[src/rtl/sram_seq_pkg.sv]
// Shared state encoding and Bennett phase assignments for the SRAM bank sequencer.
// The helper functions map each wait state to the phase edge it is waiting for.
package sram_seq_pkg;

    typedef enum logic [3:0] {
        IDLE,
        WAIT_ADDR,
        WAIT_DATA,
        WAIT_CTRL,
        WAIT_WEN,
        WAIT_END,
        WAIT_F9,
        WAIT_F6,
        WAIT_CAP,
        DONE
    } seq_state_e;

    localparam int PH_ADDR = 2;
    localparam int PH_DATA = 4;
    localparam int PH_CTRL = 6;
    localparam int PH_WEN  = 8;
    localparam int PH_END  = 9;
    localparam int PH_CAP  = 0;

    // Phase whose rise the state is waiting for; -1 when none.
    function automatic int awaited_rise(seq_state_e s);
        case (s)
            WAIT_ADDR: return PH_ADDR;
            WAIT_DATA: return PH_DATA;
            WAIT_CTRL: return PH_CTRL;
            WAIT_WEN:  return PH_WEN;
            WAIT_END:  return PH_END;
            default:   return -1;
        endcase
    endfunction

    // Phase whose fall the state is waiting for; -1 when none.
    function automatic int awaited_fall(seq_state_e s);
        case (s)
            WAIT_F9:  return PH_END;
            WAIT_F6:  return PH_CTRL;
            WAIT_CAP: return PH_CAP;
            default:  return -1;
        endcase
    endfunction

endpackage

[src/rtl/phase_edge_detect.sv]
// Per-phase rise/fall detection of the Bennett phase vector against its registered copy.
// Edges are suppressed while reset is held so no stale edge is seen on release.
module phase_edge_detect #(
    parameter int NPH = 10
) (
    input  logic           clk,
    input  logic           reset,
    input  logic [NPH-1:0] clkpos,
    output logic [NPH-1:0] rise,
    output logic [NPH-1:0] fall
);

    logic [NPH-1:0] ph_q;

    // Reset also loads the live vector so the first compare after reset is clean.
    always_ff @(posedge clk) begin
        ph_q <= clkpos;
    end

    for (genvar k = 0; k < NPH; k++) begin : g_ph
        assign rise[k] = ~reset &  clkpos[k] & ~ph_q[k];
        assign fall[k] = ~reset & ~clkpos[k] &  ph_q[k];
    end

endmodule

[src/rtl/sram_bank_sequencer.sv]
// Steps one SRAM bank write or dual-port read through the Bennett phase schedule,
// driving address, data and control strobes on the awaited phase edges.
module sram_bank_sequencer
    import sram_seq_pkg::*;
#(
    parameter int ADDR_W = 5,
    parameter int DATA_W = 16,
    parameter int NPH    = 10
) (
    input  logic              clk,
    input  logic              reset,
    input  logic [NPH-1:0]    clkpos,
    input  logic              req_valid,
    output logic              req_ready,
    input  logic              req_write,
    input  logic [ADDR_W-1:0] req_addr_a,
    input  logic [ADDR_W-1:0] req_addr_b,
    input  logic [DATA_W-1:0] req_wdata,
    output logic [ADDR_W-1:0] Addr_A,
    output logic [ADDR_W-1:0] Addr_B,
    output logic [DATA_W-1:0] in,
    output logic              ReadEn,
    output logic              WriteEn,
    output logic              RegWrtBar,
    input  logic [DATA_W-1:0] outA,
    input  logic [DATA_W-1:0] outB,
    output logic              rsp_valid,
    output logic [DATA_W-1:0] rsp_rdata_a,
    output logic [DATA_W-1:0] rsp_rdata_b,
    output logic              seq_err
);

    typedef struct packed {
        logic              write;
        logic [ADDR_W-1:0] addr_a;
        logic [ADDR_W-1:0] addr_b;
        logic [DATA_W-1:0] wdata;
    } req_t;

    logic [NPH-1:0] rise, fall;

    phase_edge_detect #(.NPH(NPH)) u_edge (
        .clk    (clk),
        .reset  (reset),
        .clkpos (clkpos),
        .rise   (rise),
        .fall   (fall)
    );

    seq_state_e        state_q, state_d;
    req_t              req_q, req_d;
    logic [ADDR_W-1:0] addr_a_d, addr_b_d;
    logic [DATA_W-1:0] in_d, rdata_a_d, rdata_b_d;
    logic              ren_d, wen_d, rwb_d, rsp_valid_d, seq_err_d, req_ready_d;
    logic              rhit, fhit, late;
    int                rph, fph;

    always_comb begin
        state_d     = state_q;
        req_d       = req_q;
        addr_a_d    = Addr_A;
        addr_b_d    = Addr_B;
        in_d        = in;
        ren_d       = ReadEn;
        wen_d       = WriteEn;
        rwb_d       = RegWrtBar;
        rdata_a_d   = rsp_rdata_a;
        rdata_b_d   = rsp_rdata_b;
        rsp_valid_d = 1'b0;
        seq_err_d   = 1'b0;

        // Only the edge the current state awaits is acted on; a later rise is an order fault.
        rph  = awaited_rise(state_q);
        fph  = awaited_fall(state_q);
        rhit = 1'b0;
        fhit = 1'b0;
        late = 1'b0;
        for (int k = 0; k < NPH; k++) begin
            if (k == rph && rise[k]) rhit = 1'b1;
            if (k == fph && fall[k]) fhit = 1'b1;
            if (rph >= 0 && k > rph && rise[k]) late = 1'b1;
        end

        case (state_q)
            IDLE: begin
                if (req_valid && req_ready) begin
                    req_d   = '{write: req_write, addr_a: req_addr_a,
                                addr_b: req_addr_b, wdata: req_wdata};
                    state_d = WAIT_ADDR;
                end
            end
            WAIT_ADDR: begin
                if (rhit) begin
                    addr_a_d = req_q.addr_a;
                    addr_b_d = req_q.addr_b;
                    state_d  = WAIT_DATA;
                end
            end
            WAIT_DATA: begin
                if (rhit) begin
                    in_d    = req_q.write ? req_q.wdata : '0;
                    state_d = WAIT_CTRL;
                end
            end
            WAIT_CTRL: begin
                if (rhit) begin
                    if (req_q.write) rwb_d = 1'b1;
                    else             ren_d = 1'b1;
                    state_d = WAIT_WEN;
                end
            end
            WAIT_WEN: begin
                if (rhit) begin
                    if (req_q.write) wen_d = 1'b1;
                    else             ren_d = 1'b0;
                    state_d = WAIT_END;
                end
            end
            WAIT_END: begin
                if (rhit) begin
                    if (req_q.write) begin
                        wen_d   = 1'b0;
                        state_d = WAIT_F9;
                    end else begin
                        state_d = WAIT_CAP;
                    end
                end
            end
            WAIT_F9: begin
                if (fhit) state_d = WAIT_F6;
            end
            WAIT_F6: begin
                if (fhit) begin
                    rwb_d   = 1'b0;
                    state_d = DONE;
                end
            end
            WAIT_CAP: begin
                if (fhit) begin
                    rdata_a_d = outA;
                    rdata_b_d = outB;
                    state_d   = DONE;
                end
            end
            DONE: begin
                rsp_valid_d = 1'b1;
                state_d     = IDLE;
            end
            default: state_d = IDLE;
        endcase

        // A request still parked in WAIT_ADDR legitimately sees later rises of the current cycle.
        if (state_q != WAIT_ADDR && late && !rhit) begin
            seq_err_d = 1'b1;
            ren_d     = 1'b0;
            wen_d     = 1'b0;
            rwb_d     = 1'b0;
            state_d   = IDLE;
        end

        req_ready_d = (state_d == IDLE);
    end

    always_ff @(posedge clk) begin
        if (reset) begin
            state_q     <= IDLE;
            req_q       <= '0;
            req_ready   <= 1'b0;
            Addr_A      <= '0;
            Addr_B      <= '0;
            in          <= '0;
            ReadEn      <= 1'b0;
            WriteEn     <= 1'b0;
            RegWrtBar   <= 1'b0;
            rsp_valid   <= 1'b0;
            rsp_rdata_a <= '0;
            rsp_rdata_b <= '0;
            seq_err     <= 1'b0;
        end else begin
            state_q     <= state_d;
            req_q       <= req_d;
            req_ready   <= req_ready_d;
            Addr_A      <= addr_a_d;
            Addr_B      <= addr_b_d;
            in          <= in_d;
            ReadEn      <= ren_d;
            WriteEn     <= wen_d;
            RegWrtBar   <= rwb_d;
            rsp_valid   <= rsp_valid_d;
            rsp_rdata_a <= rdata_a_d;
            rsp_rdata_b <= rdata_b_d;
            seq_err     <= seq_err_d;
        end
    end

endmodule

[config.mk]
export PLATFORM = sky130hd
export DESIGN_NAME = sram_bank_sequencer
export DESIGN_NICKNAME = d
export VERILOG_FILES = /design/src/rtl/sram_seq_pkg.sv /design/src/rtl/phase_edge_detect.sv /design/src/rtl/sram_bank_sequencer.sv
export SDC_FILE = /design/constraint.sdc
export NUM_CORES = 1
export LEC_CHECK = 0
export CAP_MARGIN = 40
export CORE_UTILIZATION = 45
export CTS_CLUSTER_DIAMETER = 40
export DETAILED_ROUTE_END_ITERATION = 12
export HOLD_SLACK_MARGIN = 0.15
export MAX_ROUTING_LAYER = met4
export PLACE_DENSITY_LB_ADDON = 0.05
export SLEW_MARGIN = 5
export SYNTH_ARGS = -nofsm -noshare
export SYNTH_HDL_FRONTEND = slang
export SYNTH_SLANG_ARGS = --single-unit
[constraint.sdc]
create_clock -name clk -period 2.05 [get_ports clk]
set_clock_uncertainty 0.1 [all_clocks]
set_input_delay 0.41 -clock clk [delete_from_list [all_inputs] [get_ports clk]]
set_output_delay 0.41 -clock clk [all_outputs]
set_load 0.02 [all_outputs]
==> impl_metrics.tcl <==
set metrics [dict create \
    status "completed" \
    dp_hpwl_mm 6.556 \
    port_buffers 133 \
    slew_violations 0 \
    synth_cell_types 47 \
    p_clk_share_pct 32.9 \
    ioPinCount 136 \
    rsz0062_at_grt "yes" \
    relSlewSlack_pct 71.75 \
    place_inst 670 \
    synthArstFlopShare_pct 0 \
    maxCapViolations 0 \
    synth.yosys.seq_area_share_pct 53.52 \
    path_cells "clkdlybuf4s50_1, nor4bb_2, buf_4, a32oi_4, a31oi_2, a22o_1, a311oi_1, nor3_1" \
    drtAntennaViolNets 0 \
    crit_path_max_fanout 4 \
    critPathBufInv 2 \
    holdWs_ps 357.2 \
    remaining_drc_errors 0 \
    die_y_um 94.53 \
    p_sw_uw 864.4 \
    yosysWarnings 0 \
    crit_slowest_cell "clkdlybuf4s50_1" \
    clk_pin_slew_ps 100 \
    clk_latency_ps 350 \
    p_per_area_nw_per_um2 630.6 \
    yosys_most_used_dff "dfxtp_1" \
    p_leak_nw 2.056 \
    fin_cells 687 \
    cts_tree "done" \
    initial_core_util_pct 46.65 \
    hold_path.class "flip-flop to flip-flop" \
    gp_congestion 0.9037 \
    post-route-period-util_pct 99.09 \
    synthCells 439 \
    power.internal_mw 2.686 \
    crit_path_max_incr_delay_ps 470 \
    grt_pass1_vias 3336 \
    antenna_cells 0 \
    p_sw_share_pct 24.35 \
    p_seq_share_pct 58.2 \
    fin_crit_ps 2031 \
    avgViaCountPerCell 5.099 \
    cts_hold_buf 0 \
    vias 3503 \
    start_kind "primary input" \
    layout-drive-gt1-share_pct 12.37 \
    dieArea_um2 8935 \
    nets 649 \
    cp-end-kind "flip-flop" \
    syn_avg_cell_area_um2 8.776 \
    fmax_ghz 0.4923 \
    cp.arrival_ps 2200 \
    cp_top_family "compound AO/OA/AOI/OAI gates" \
    cts_buffers 9 \
    drt_iter0_drc 84 \
    die_x_um 94.53 \
    ir_drop_uv 388.6 \
    synthesis.area_um2 3852 \
    post_cts_buffers 0 \
    hold_viol_final 0 \
    cts_sinks 103 \
    synth_seq_cells 103 \
    avgRoutedWirePerCell_um 14.14 \
    drt_wl_total_mm 9.716 \
    critical_path_class "primary input to flip-flop" \
    worstMarginPinSlew_ps 420.5 \
    grt_max_degree 41 \
    antenna_found_initial 0 \
    setup_viol 0 \
    syn-num-nets 511 \
    htreeDepth 3 \
    grt_overflow_total 0 \
    grt_pass1_wl_mm 15.41 \
    layout-area-overhead-vs-synth_pct 46.12 \
    power_frac_comb_pct 8.9 \
    cts_buffer_depth 2 \
    floorplan.rows 33 \
    drt_first_pass_iters 4 \
    worstPathRequired_ps 2220 \
    power.total_mw 3.550 \
    final_core_util_pct 68.17 \
    grt_use_total_pct 22.60 \
    cts-root-buf "clkbuf_8" \
    synth_edf_count 0 \
    core_area_um2 8258 \
]
[area by class of cell]
type | count | area, um2
Tap cell | 105 | 131.4
Fill cell | 685 | 2629
Multi-Input combinational cell | 302 | 1677
Inverter | 4 | 15.01
Clock buffer | 10 | 127.6
Sequential cell | 103 | 2067
Timing Repair Buffer | 157 | 1559
Clock inverter | 6 | 52.55
[registers in the layout, summed over array words and instances (netlist names), 4 cells and up]
register,cells
u_edge.ph_q,8
Addr_B,5
Addr_A,5
rsp_rdata_b,16
in,16
rsp_rdata_a,16
req_q,27
state_q,4
[repair_timing]
action / 4_1_cts / 5_1_grt
pin swaps: 0 / 1
endpoints found under the setup margin: 2 / 21
gates resized for setup: 2 / 11
cloned: 0 / 1
[kinds of logic (layout without fill, tap and decap cells)]
family,count (synthesis),count (layout),share of synthesized area (%)
AO/OA/AOI/OAI,96,96,16.27
buffers and inverters,35,177,4.449
flip-flops,103,103,53.52
multiplexers,12,12,3.150
AND/OR/NAND/NOR,193,194,22.61
[synth_stat cells (3+ instances only)]
cell	count	area (um2)
a21oi_1	63	315.3
a22oi_1	6	45.04
a22oi_2	10	125.1
buf_2	8	40.04
buf_6	3	33.78
clkbuf_1	17	63.81
dfxtp_1	103	2062
inv_1	4	15.01
mux2i_1	11	110.1
nand2_1	125	469.2
nand2b_1	3	18.77
nand4_1	3	18.77
nor2_1	31	116.4
nor2b_1	4	25.02
nor3_1	6	30.03
nor3b_1	4	30.03
o21ai_0	3	15.01
[worst paths after layout]
path / start / to / slack [ps] / depth (start not counted)
setup / recovery: clkpos[4] / req_ready / 20 / 8
hold / removal: rsp_rdata_b[7] / rsp_rdata_b[7] / 360 / 2
setup reg to reg: state_q[1] / req_ready / 60 / 7
hold reg to reg: rsp_rdata_b[7] / rsp_rdata_b[7] / 360 / 2
[cell usage in the layout (no fill, tap or decap), types with 2 or more instances in the layout]
cell type / n
nand2b_1: 3
inv_1: 4
nand4_1: 3
dfxtp_1: 99
clkbuf_8: 9
clkdlybuf4s50_1: 132
nor3b_1: 3
dfxtp_2: 4
clkinv_2: 2
o21ai_0: 2
buf_12: 4
nor2_1: 31
a21oi_1: 63
a22oi_2: 10
nand2_1: 125
nor2b_1: 4
and3b_1: 2
and4_4: 2
inv_6: 3
mux2i_1: 11
nor3_1: 6
a311oi_2: 2
a22oi_1: 6
buf_4: 21
[per-stage QoR]
step           setup WS (ps)  TNS (ps)  cell area (um2)
5_1_grt               -52.55    -214.3             5629
3_5_place_dp          -343.4     -7234             5386
6_report               18.71         0             5629
4_1_cts                12.43         0             5582
2_1_floorplan          221.8         0             3852
3_3_place_gp          -322.7     -6725             5386
[routing by layer]
layer  wire length (um)  GRT usage [%]  share of wire, %
met5                  0              -                 0
met4                100          5.051               1.0
met3                621          7.407               6.4
met2               4630          36.35                48
met1               4363          27.58                45
[power groups by stage]
stage	registers, mW	logic, mW	clock network, mW
floorplan	2.11	0.119	0
CTS	2.07	0.313	1.21
global placement	2.11	0.309	0
finish	2.07	0.316	1.17
global route	2.07	0.343	1.29
detailed placement	2.11	0.312	0
[tightest hold or removal path, cell delays in order (launching register included)]
cell and delay, ps:
dfxtp_1 320, nand2_1 50, a21oi_1 50
(Power assumes the default switching activity.)
==> edit 1: new RTL, config.mk and constraints unchanged <==
Change the parameter `DATA_W` from 16 to 18.
--- a/src/rtl/sram_bank_sequencer.sv
+++ b/src/rtl/sram_bank_sequencer.sv
@@ -4,7 +4,7 @@
     import sram_seq_pkg::*;
 #(
     parameter int ADDR_W = 5,
-    parameter int DATA_W = 16,
+    parameter int DATA_W = 18,
     parameter int NPH    = 10
 ) (
     input  logic              clk,
Ports: changed (6 resized); port bits go from 136 to 148. The function was not compared with the original's and may differ.
==> edit 1 against the unedited design <==
- count of clock-buffer cells in the layout unchanged
- register-to-register slack better by 0.03 ns
- first-iteration DRC count increased by 3.6%
- setup slack better by 0.076 ns
- cell count increased by 8.4%
- routed wire length up 15%
- area after synthesis grew 9.7%
- non-clock buffer count is 19 higher
- total power up 11%
- final area up 9.6%
- fmax up 3.9%
- sequential cell count is 8 higher
- clock power grew 12%
==> edit 1: results <==
[detailed_routing]
detailedRoute.firstIterationViolations = 87
detailroute.wirelength.met2_um = 5331
detailroute.wirelength.met3_um = 723
detail_route.wirelength.met1_um = 4913
route.vias.total = 3846
drt-wirelength-per-cell_um = 15.05

[place]
placed_cells = 727
dp.final_hpwl_um = 7611
detailed_place.area_mm2 = 0.005893
pre_cts_slack_ns = -0.3523
port-buffer-count = 145

[finish]
post_route_cells_drive_above_1_share_pct = 10.68
number_of_flip_flops_under_the_largest_register_name = 29

[logic_synthesis]
post_synth_inst_count = 482
synthTopCellsByArea = "sky130_fd_sc_hd__dfxtp_1, sky130_fd_sc_hd__nand2_1, sky130_fd_sc_hd__nand2b_1, sky130_fd_sc_hd__a21oi_1, sky130_fd_sc_hd__o21ai_1"
synth_compound_gate_area_share_pct = 15.66
post_synth_num_cell_types = 45
mappedNetlistNets = 560

[global_route]
gr-usage-met2_pct = 38.78
globalRouteMet3Util_pct = 6.028
grt_max_degree = 73
grt_util_met1_pct = 27.24

[run_status]
outcome = "finished clean"

[hold_path]
hold_class = "primary input to flop"

[power]
power_leakage_nw = 2.266
share_seq_of_total_power_pct = 56.6
worst_ir_drop_vdd_mv = 0.3897

[critical_path]
worst_path_largest_cell_delay_ns = 0.41
critical_path_data_arrival_time_ns = 2.15
worst_path_dominant_cell_family = "simple AND/OR/NAND/NOR gates"

[clock_tree]
insertion_delay_ns = 0.37
edit 1: worst paths after layout:
path	startpoint	endpoint	slack (ns)	cells past startpoint
worst min-delay path	reset	state_q[3]	0.35	3
worst max-delay path	state_q[1]	WriteEn	0.09	7
worst min register to register	req_q[3]	req_q[3]	0.36	2
worst max register to register	state_q[1]	WriteEn	0.09	7
edit 1: final cells by class:
type / count / area (µm²) / share of cell area (%)
Tap cell: 108 / 135.1 / 2.191
Clock buffer: 10 / 137.6 / 2.232
Clock inverter: 6 / 60.06 / 0.9738
Inverter: 3 / 11.26 / 0.1826
Sequential cell: 111 / 2227 / 36.11
Multi-Input combinational cell: 331 / 1868 / 30.29
Timing Repair Buffer: 176 / 1728 / 28.02
edit 1: timing repair:
item | in CTS | in global routing
hold buffers | 0 | 0
endpoints found under the setup margin | 17 | 61
cloned | 0 | 1
resized for setup | 2 | 13
buffers inserted | 0 | 1
pin swaps | 0 | 2
==> edit 2: new RTL, config.mk and constraints unchanged <==
Without the edit above. `rsp_rdata_b` no longer has a reset.
--- a/src/rtl/sram_bank_sequencer.sv
+++ b/src/rtl/sram_bank_sequencer.sv
@@ -174,7 +174,6 @@
             RegWrtBar   <= 1'b0;
             rsp_valid   <= 1'b0;
             rsp_rdata_a <= '0;
-            rsp_rdata_b <= '0;
             seq_err     <= 1'b0;
         end else begin
             state_q     <= state_d;
@@ -188,10 +187,13 @@
             RegWrtBar   <= rwb_d;
             rsp_valid   <= rsp_valid_d;
             rsp_rdata_a <= rdata_a_d;
-            rsp_rdata_b <= rdata_b_d;
             seq_err     <= seq_err_d;
         end
     end
 
+    always_ff @(posedge clk) begin
+        rsp_rdata_b <= rdata_b_d;
+    end
+
 endmodule
 
Formal check against the unedited RTL: same outputs for any inputs over 4 cycles, from zero or initial values and one cycle with reset high; that may be too few to reach the edited logic, so the function may still have changed.
==> edit 2 against the unedited design <==
- the flow now finishes with violations (negative setup slack)
- first-iteration DRC count is 51% higher
- via count decreased by 1.5%
- final area increased by 4.9%
- routed wire length grew 6.4%
- total power rose by 8.7%
- cell count decreased by 2.9%
- sequential cell count unchanged
- setup slack worse by 0.15 ns
- area after synthesis is 2.2% higher
- non-clock buffer count is 18 higher
==> edit 2: results <==
[global_route]
first_pass_grt_wire_length_um = 15810
grt_max_degree = 49
first_global_vias = 3301
globalRouteMet3Util_pct = 5.024
grt_util_met1_pct = 27.99
globalRouteTotalUtil_pct = 23.44

[critical_path]
critPathSlowestCell = "sky130_fd_sc_hd__or4b_4"
critical_path_data_arrival_time_ns = 2.38
worst_path_largest_cell_delay_ns = 0.54
timing.critical_path.fanout_max = 16

[logic_synthesis]
synthTopCellsByArea = "sky130_fd_sc_hd__dfxtp_1, sky130_fd_sc_hd__edfxtp_1, sky130_fd_sc_hd__nand2_1, sky130_fd_sc_hd__nand2b_1, sky130_fd_sc_hd__a21oi_1"
synth_enable_flop_cells = 16
yosysSeqAreaShare_pct = 56.42
mappedNetlistNets = 468
post_synth_num_cell_types = 52
synth.top_cells.by_count = "sky130_fd_sc_hd__dfxtp_1, sky130_fd_sc_hd__nand2_1, sky130_fd_sc_hd__a21oi_1, sky130_fd_sc_hd__nor2_1, sky130_fd_sc_hd__nand2b_1"

[place]
dp.final_hpwl_um = 7164
place.gp.congestion = 0.8546
detailed_place.area_mm2 = 0.005584
pre_cts_slack_ns = -0.5132

[finish]
num-nets-final = 629
post_route_cells_drive_above_1_share_pct = 18.51
filler_cell_count = 670
area_growth_pct = 49.97

[run_status]
outcome = "finished, violations left"
violations = "negative setup slack"

[power]
worst_ir_drop_vdd_mv = 0.3324
switchingPower_mw = 1.007
power_leakage_nw = 2.136

[timing]
fin_ws_ns = -0.1313
slew_headroom_pct = 69.34
setup_viol = 21

[clock_tree]
insertion_delay_ns = 0.37

[detailed_routing]
detailedRoute.firstIterationViolations = 127
drt_via_density = 5.172
route.final.wire_length_um = 10340
==> edit 2: cell types whose count changed after synthesis, moves of 5 or more <==
| cell | change |
|---|---|
| sky130_fd_sc_hd__dfxtp_1 | -16 |
| sky130_fd_sc_hd__edfxtp_1 | +16 |
| sky130_fd_sc_hd__nand2_1 | -50 |
| sky130_fd_sc_hd__nor3_1 | -5 |
| sky130_fd_sc_hd__a21oi_1 | -35 |
| sky130_fd_sc_hd__buf_2 | -5 |
| sky130_fd_sc_hd__nor2_1 | -5 |
| sky130_fd_sc_hd__o21ai_0 | +16 |
| sky130_fd_sc_hd__nand2b_1 | +20 |
| sky130_fd_sc_hd__nor2_2 | +10 |
==> edit 2: worst min-delay path, stage by stage (launching register included) <==
cell and delay [ns]:
sky130_fd_sc_hd__dfxtp_1 0.32, sky130_fd_sc_hd__nand2_1 0.05, sky130_fd_sc_hd__a21oi_1 0.05
==> edit 2: path summary, 6_finish.rpt <==
path,cells past startpoint,from,endpoint,slack (ns)
worst max-delay path,7,state_q[3],in[9],-0.13
worst min-delay path,2,req_q[22],req_q[22],0.36
worst max register to register,7,state_q[3],in[9],-0.13
worst min register to register,2,req_q[22],req_q[22],0.36
==> edit 2: through the flow <==
step	setup TNS (ns)	instances
finish	-1.876	667
floorplan	-1.243	396
global route	-3.320	667
detailed placement	-13.95	647
CTS	-2.875	664
global placement	-10.98	647
==> edit 2: kinds of logic after synthesis <==
kind of cell / after synthesis / share of synthesized area (%)
buf+inv: 27 / 3.145
simple gates: 164 / 20.65
mux: 12 / 3.081
compound gates: 90 / 16.71
flops: 103 / 56.42
==> edit 2: what timing repair did <==
action,in CTS,in global routing
gates cloned,0,1
pin swaps,4,4
gates resized for setup,12,14
buffers inserted,1,2
setup endpoints to repair,52,56
==> edit 2: final cells by class <==
class / count / share of cell area (%)
well taps: 105 / 2.224
clock buffers: 10 / 2.161
clock inverters: 6 / 0.8685
flip-flops and latches: 103 / 37.70
multi-input cells: 266 / 28.36
inverters: 2 / 0.1271
repair buffers: 175 / 28.55
==> edit 2: layer usage <==
metal | routed length (µm) | share of wire [%]
met5 | 0 | 0
met4 | 308 | 3.0
met1 | 4352 | 42
met3 | 774 | 7.5
met2 | 4907 | 47
==> edit 2: power groups by stage <==
stage	clock, mW	combinational, mW	sequential, mW
2_1_floorplan	0	0.224	2.19
3_3_place_gp	0	0.481	2.20
3_5_place_dp	0	0.487	2.20
4_1_cts	1.21	0.509	2.15
5_1_grt	1.30	0.564	2.16
6_report	1.18	0.521	2.15
